--- src/rtl/trace_capture_ctrl.sv ---
// Trace capture controller: round-robin arbitration of trace sources into a
// circular trace RAM with an arm/trigger/post-trigger window and oldest-first readout.
module trace_capture_ctrl #(
    parameter int unsigned Fpay  = 32,
    parameter int unsigned N_SRC = 4,
    parameter int unsigned SW    = 2,
    parameter int unsigned AW    = 9
) (
    input  logic                    clk,
    input  logic                    reset,
    input  logic                    arm,
    input  logic                    trig,
    input  logic [AW:0]             post_count,
    input  logic [N_SRC-1:0]        src_valid,
    input  logic [N_SRC*Fpay-1:0]   src_data,
    output logic [N_SRC-1:0]        src_ack,
    output logic                    tb_wr_en,
    output logic [AW-1:0]           tb_wr_addr,
    output logic [SW+Fpay-1:0]      tb_din,
    output logic                    tb_rd_en,
    output logic [AW-1:0]           tb_rd_addr,
    input  logic [SW+Fpay-1:0]      tb_rd_data,
    input  logic                    rd_req,
    output logic                    rd_valid,
    output logic [SW+Fpay-1:0]      rd_data,
    output logic                    rd_empty,
    output logic [1:0]              state,
    output logic                    wrapped
);

    localparam logic [AW:0]   CNT_FULL  = (AW+1)'(1) << AW;
    localparam logic [AW-1:0] LAST_ADDR = '1;

    typedef enum logic [1:0] {
        IDLE  = 2'd0,
        ARMED = 2'd1,
        POST  = 2'd2,
        DONE  = 2'd3
    } state_t;

    state_t          cur, nxt;
    logic [AW-1:0]   wr_ptr, wr_ptr_nxt;
    logic [AW-1:0]   rd_ptr, rd_ptr_nxt;
    logic [AW:0]     rd_cnt, rd_cnt_nxt;
    logic [AW:0]     post_rem, post_rem_nxt;
    logic [SW-1:0]   last_grant, last_grant_nxt;
    logic            wrapped_nxt;
    logic            rd_valid_nxt;
    logic [SW-1:0]   gnt, cand;
    logic            found;
    logic            write_ok;
    logic [Fpay-1:0] src_word [N_SRC];

    for (genvar i = 0; i < N_SRC; i++) begin : g_split
        assign src_word[i] = src_data[i*Fpay +: Fpay];
    end

    assign state    = cur;
    // Read data is only meaningful in the cycle after a RAM read strobe.
    assign rd_data  = rd_valid ? tb_rd_data : '0;
    assign rd_empty = (cur == DONE) && (rd_cnt == '0) && !rd_valid;

    // State register
    always_ff @(posedge clk or posedge reset) begin
        if (reset) begin
            cur        <= IDLE;
            wr_ptr     <= '0;
            rd_ptr     <= '0;
            rd_cnt     <= '0;
            post_rem   <= '0;
            last_grant <= SW'(N_SRC - 1);
            wrapped    <= 1'b0;
            rd_valid   <= 1'b0;
        end else begin
            cur        <= nxt;
            wr_ptr     <= wr_ptr_nxt;
            rd_ptr     <= rd_ptr_nxt;
            rd_cnt     <= rd_cnt_nxt;
            post_rem   <= post_rem_nxt;
            last_grant <= last_grant_nxt;
            wrapped    <= wrapped_nxt;
            rd_valid   <= rd_valid_nxt;
        end
    end

    // Next-state, arbitration and RAM strobes
    always_comb begin
        nxt            = cur;
        wr_ptr_nxt     = wr_ptr;
        rd_ptr_nxt     = rd_ptr;
        rd_cnt_nxt     = rd_cnt;
        post_rem_nxt   = post_rem;
        last_grant_nxt = last_grant;
        wrapped_nxt    = wrapped;
        rd_valid_nxt   = 1'b0;
        src_ack        = '0;
        tb_wr_en       = 1'b0;
        tb_wr_addr     = wr_ptr;
        tb_din         = '0;
        tb_rd_en       = 1'b0;
        tb_rd_addr     = rd_ptr;
        gnt            = last_grant;
        cand           = '0;
        found          = 1'b0;

        // Round-robin search starting just after the last granted source.
        for (int unsigned k = 1; k <= N_SRC; k++) begin
            cand = SW'((32'(last_grant) + k) % N_SRC);
            if (!found && src_valid[cand]) begin
                found = 1'b1;
                gnt   = cand;
            end
        end

        write_ok = (cur == ARMED) || ((cur == POST) && (post_rem != '0));
        if (write_ok && found) begin
            src_ack        = N_SRC'(1) << gnt;
            tb_wr_en       = 1'b1;
            tb_din         = {gnt, src_word[gnt]};
            last_grant_nxt = gnt;
            wr_ptr_nxt     = wr_ptr + AW'(1);
            if (wr_ptr == LAST_ADDR)
                wrapped_nxt = 1'b1;
            if (cur == POST)
                post_rem_nxt = post_rem - (AW+1)'(1);
        end

        case (cur)
            IDLE: begin
                if (arm) begin
                    nxt          = ARMED;
                    wr_ptr_nxt   = '0;
                    wrapped_nxt  = 1'b0;
                    post_rem_nxt = post_count;
                end
            end
            ARMED: begin
                if (trig)
                    nxt = POST;
            end
            POST: begin
                // Oldest entry sits at wr_ptr once the buffer has wrapped.
                if (post_rem == '0) begin
                    nxt        = DONE;
                    rd_ptr_nxt = wrapped ? wr_ptr : '0;
                    rd_cnt_nxt = wrapped ? CNT_FULL : {1'b0, wr_ptr};
                end
            end
            DONE: begin
                if (rd_req && (rd_cnt != '0)) begin
                    tb_rd_en   = 1'b1;
                    rd_ptr_nxt = rd_ptr + AW'(1);
                    rd_cnt_nxt = rd_cnt - (AW+1)'(1);
                end
                if (arm) begin
                    nxt          = ARMED;
                    wr_ptr_nxt   = '0;
                    wrapped_nxt  = 1'b0;
                    post_rem_nxt = post_count;
                end
            end
            default: ;
        endcase

        rd_valid_nxt = tb_rd_en;
    end

endmodule

--- config.mk ---
export PLATFORM = sky130hd
export DESIGN_NAME = trace_capture_ctrl
export DESIGN_NICKNAME = d
export VERILOG_FILES = /design/src/rtl/trace_capture_ctrl.sv
export SDC_FILE = /design/constraint.sdc
export NUM_CORES = 1
export LEC_CHECK = 0
export BUFFER_PORTS_ARGS = -buffer_cell sky130_fd_sc_hd__buf_2
export CAP_MARGIN = 20
export CORE_AREA = 2 2 109 111
export DETAILED_ROUTE_END_ITERATION = 16
export DIE_AREA = 0 0 111 113
export PLACE_DENSITY = 0.73
export SETUP_SLACK_MARGIN = 0.4
export SLEW_MARGIN = 20
export SYNTH_ARGS = -nofsm -noshare
export SYNTH_HDL_FRONTEND = slang
export SYNTH_SLANG_ARGS = --single-unit
--- constraint.sdc ---
create_clock -name clk -period 2.75 [get_ports clk]
set_input_delay 0.55 -clock clk [delete_from_list [all_inputs] [get_ports clk]]
set_output_delay 0.55 -clock clk [all_outputs]
set_load 0.02 [all_outputs]
==> metrics.txt <==
Int Pwr=4120 uW; largest net degree at the start of global routing=45; CTS Root Cell=clkbuf_16; largest area contributor in the netlist=dfrtp_1; Pins Over Slew Limit=0; final setup margin=-0.369 ns; ratio of cells with drive above 1 in the final layout=58.4%; final WL=17,200 um; clk_lat worst skew=0.29 ns; Clk pwr share=9.3%; clock sinks=44; die width=111 um; CP endpoint kind=output port; Sw Pwr=3190 uW; Worst Path Required=2.20 ns; # IOs=278; first-pass GRT wire length=25,000 um; hpwl dp=13,300 um; failing checks=negative setup slack; port bufs=277; sequential area share after synthesis=27.5%; Worst Setup Path Type=flop to output port; core area=11,300 um2; initial antenna violation count=7; Via Count=4,715; Initial Utilization=35.6%; post-synthesis async set-or-reset flop share=100%; switching share of power=43.6%; DRT iter0 DRCs=305; yosys warns=0; Final nets=932; Syn Area/Cell=9.34 um2; Comb power frac=75.1%; clk_skew=0.00778 ns; CTS H-Tree Depth=2; Unique masters post-synth=61; Mapped Area=4010 um2; Seq cells post-synth=44; sequential power share=15.6%; Primary FF master, synth=dfrtp_1; worst min path class=input port to async pin; startpoint types=flop; top cells by area, synth=dfrtp_1 26%, mux4_2 13%, and2_1 10%; pre-CTS setup slack=-0.245 ns; Fmax=321 MHz; share of the synthesized area in the top cell type=26.2%; # rows=39; most common cell in the synthesized netlist=and2_1; CP Data Arrival Time=2.57 ns; area grow syn2layout=64.7%; Synth top cells by count=65 x and2_1, 42 x dfrtp_1, 34 x a21oi_1, 34 x nor2_1, 30 x nand2_1; PD cells=1110 nW/um2; number of synthesized flops with an enable pin=0; DIE AREA=12,500 um2; vias in the first global route=4,764; DR WL/cell=19.2 um; max-cap violations=0; GRT Residual Overflow=0; vias per cell=5.29; CTS max path bufs=2; post-route DRC violation count=0; global-route usage over all layers=25.5%; Final Hold Fails=0; Final period util=113%; Num CTS Buffers=5; Post-Synthesis Net Count=619; Rel. slew slack=54.6%; setup_tns=-11.47 ns; status=finished with violations; GPL Wtd Cong=0.888; leak pwr=0.00327 uW; Mapped Cells=429; CTS tree=built; remaining antenna violation count after routing=0; CP Max Fanout=8; RSZ-0062 raised after global routing=yes; crit path time final=3.12 ns; total iterations of the first detailed-routing run=6; die height=113 um; worst ir drop on vdd=0.526 mV; clk slew on worst S/H paths=0.06 ns; actual slew at the worst max-slew pin=0.681 ns; # setup viols final=39
## power by group through the flow
stage	registers (uW)	clock network (uW)	logic (uW)
global route	1170	712	5830
detailed placement	1130	0	4340
global placement	1110	0	4260
CTS	1120	687	4890
floorplan	1130	0	3020
finish	1140	682	5490
## state kept, by name, summed over array words and instances, names as in the netlist
register and flops:
last_grant 2, post_rem 10, rd_cnt 10, rd_valid 1, state 2, tb_rd_addr 9, tb_wr_addr 9, wrapped 1
## per-layer routing
metal  share of wire, %  global-route usage, %
met5              0.064                      0
met2                 55                   50.3
met3                9.1                   7.50
met4                2.1                   5.50
met1                 34                   26.6
## cell type report
type / instances / area (um2)
antenna: 6 / 15.0
clock buffer: 6 / 129
clock inverter: 2 / 35.0
fill: 982 / 4670
inverter: 20 / 87.6
multi-input combinational: 340 / 2840
sequential: 44 / 1100
tap: 143 / 179
timing repair buffer: 329 / 2180
timing repair inverter: 2 / 27.5
## final timing paths
kind                       slack, ns  cells after the start                   endpoint                 startpoint
min in group clk                0.48                      3      post_rem[1]$_DFF_PP0_              post_count[1]
min reg2reg                     0.48                      1  tb_rd_addr[8]$_DFFE_PP0P_  tb_rd_addr[8]$_DFFE_PP0P_
max                            -0.37                      9                  tb_din[5]  last_grant[0]$_DFFE_PP1P_
max reg2reg                     0.41                     10    tb_wr_addr[6]$_DFF_PP0_      post_rem[0]$_DFF_PP0_
max in group asynchronous       1.93                      3       state[1]$_DFFE_PP0P_                      reset
min                             0.41                      3         rd_valid$_DFF_PP0_                      reset
## layout by cell type, fill, tap and decap left out, drive strengths merged, types with 4 or more instances in the layout
master    n
and2     70
nor4      4
xnor2    10
nor2b     4
nor2     34
o211ai    5
nand2    31
buf     326
mux4     32
nor3b     4
nor3     16
ha        9
inv      21
nand2b    4
a21oi    37
diode     6
and3      6
clkbuf    9
dfrtp    42
o21ai    19
or4       6
nand3     6
## per-stage QoR
stage | instance area (um2) | std cells | hold WS, ns | power, uW | utilization (%)
5_1_grt | 6590 | 889 | 0.478 | 7720 | 58.5
3_3_place_gp | 5800 | 854 | 0.469 | 5370 | 51.4
3_5_place_dp | 5800 | 854 | 0.475 | 5480 | 51.4
2_1_floorplan | 4110 | 429 | 0.500 | 4150 | -
4_1_cts | 6250 | 873 | 0.440 | 6700 | 55.4
6_report | 6600 | 892 | 0.415 | 7310 | 58.5
## what timing repair did
action / in CTS / in global routing
gates resized for setup: 60 / 50
endpoints found under the setup margin: 59 / 47
pin swaps: 9 / 14
cloned: 1 / 4
hold buffers: 0 / 0
setup buffers: 10 / 9
## worst max-delay path, cell delays in order, from the launching register on
cell       delay [ns]
dfstp_2          0.56
nor2b_4          0.04
a21o_1           0.18
a221oi_4         0.26
buf_4            0.17
clkbuf_16        0.15
buf_4            0.11
mux4_2           0.48
and2_4           0.17
buf_4            0.16
## kinds of logic (layout without fill, tap and decap cells)
family                   count (synthesis)  after routing  synth area share (%)
AND/OR/NAND/NOR                        195            195                  26.9
AO/OA/AOI/OAI                           91             91                  15.2
buffers and inverters                   45            359                  5.84
flip-flops                              44             44                  27.5
multiplexers                            32             32                  18.8
XOR/XNOR                                13             13                  2.84
adder cells (fa/ha/maj)                  9              9                  2.81
other                                    0              6                     0
Power figures use the tool's default switching activity.
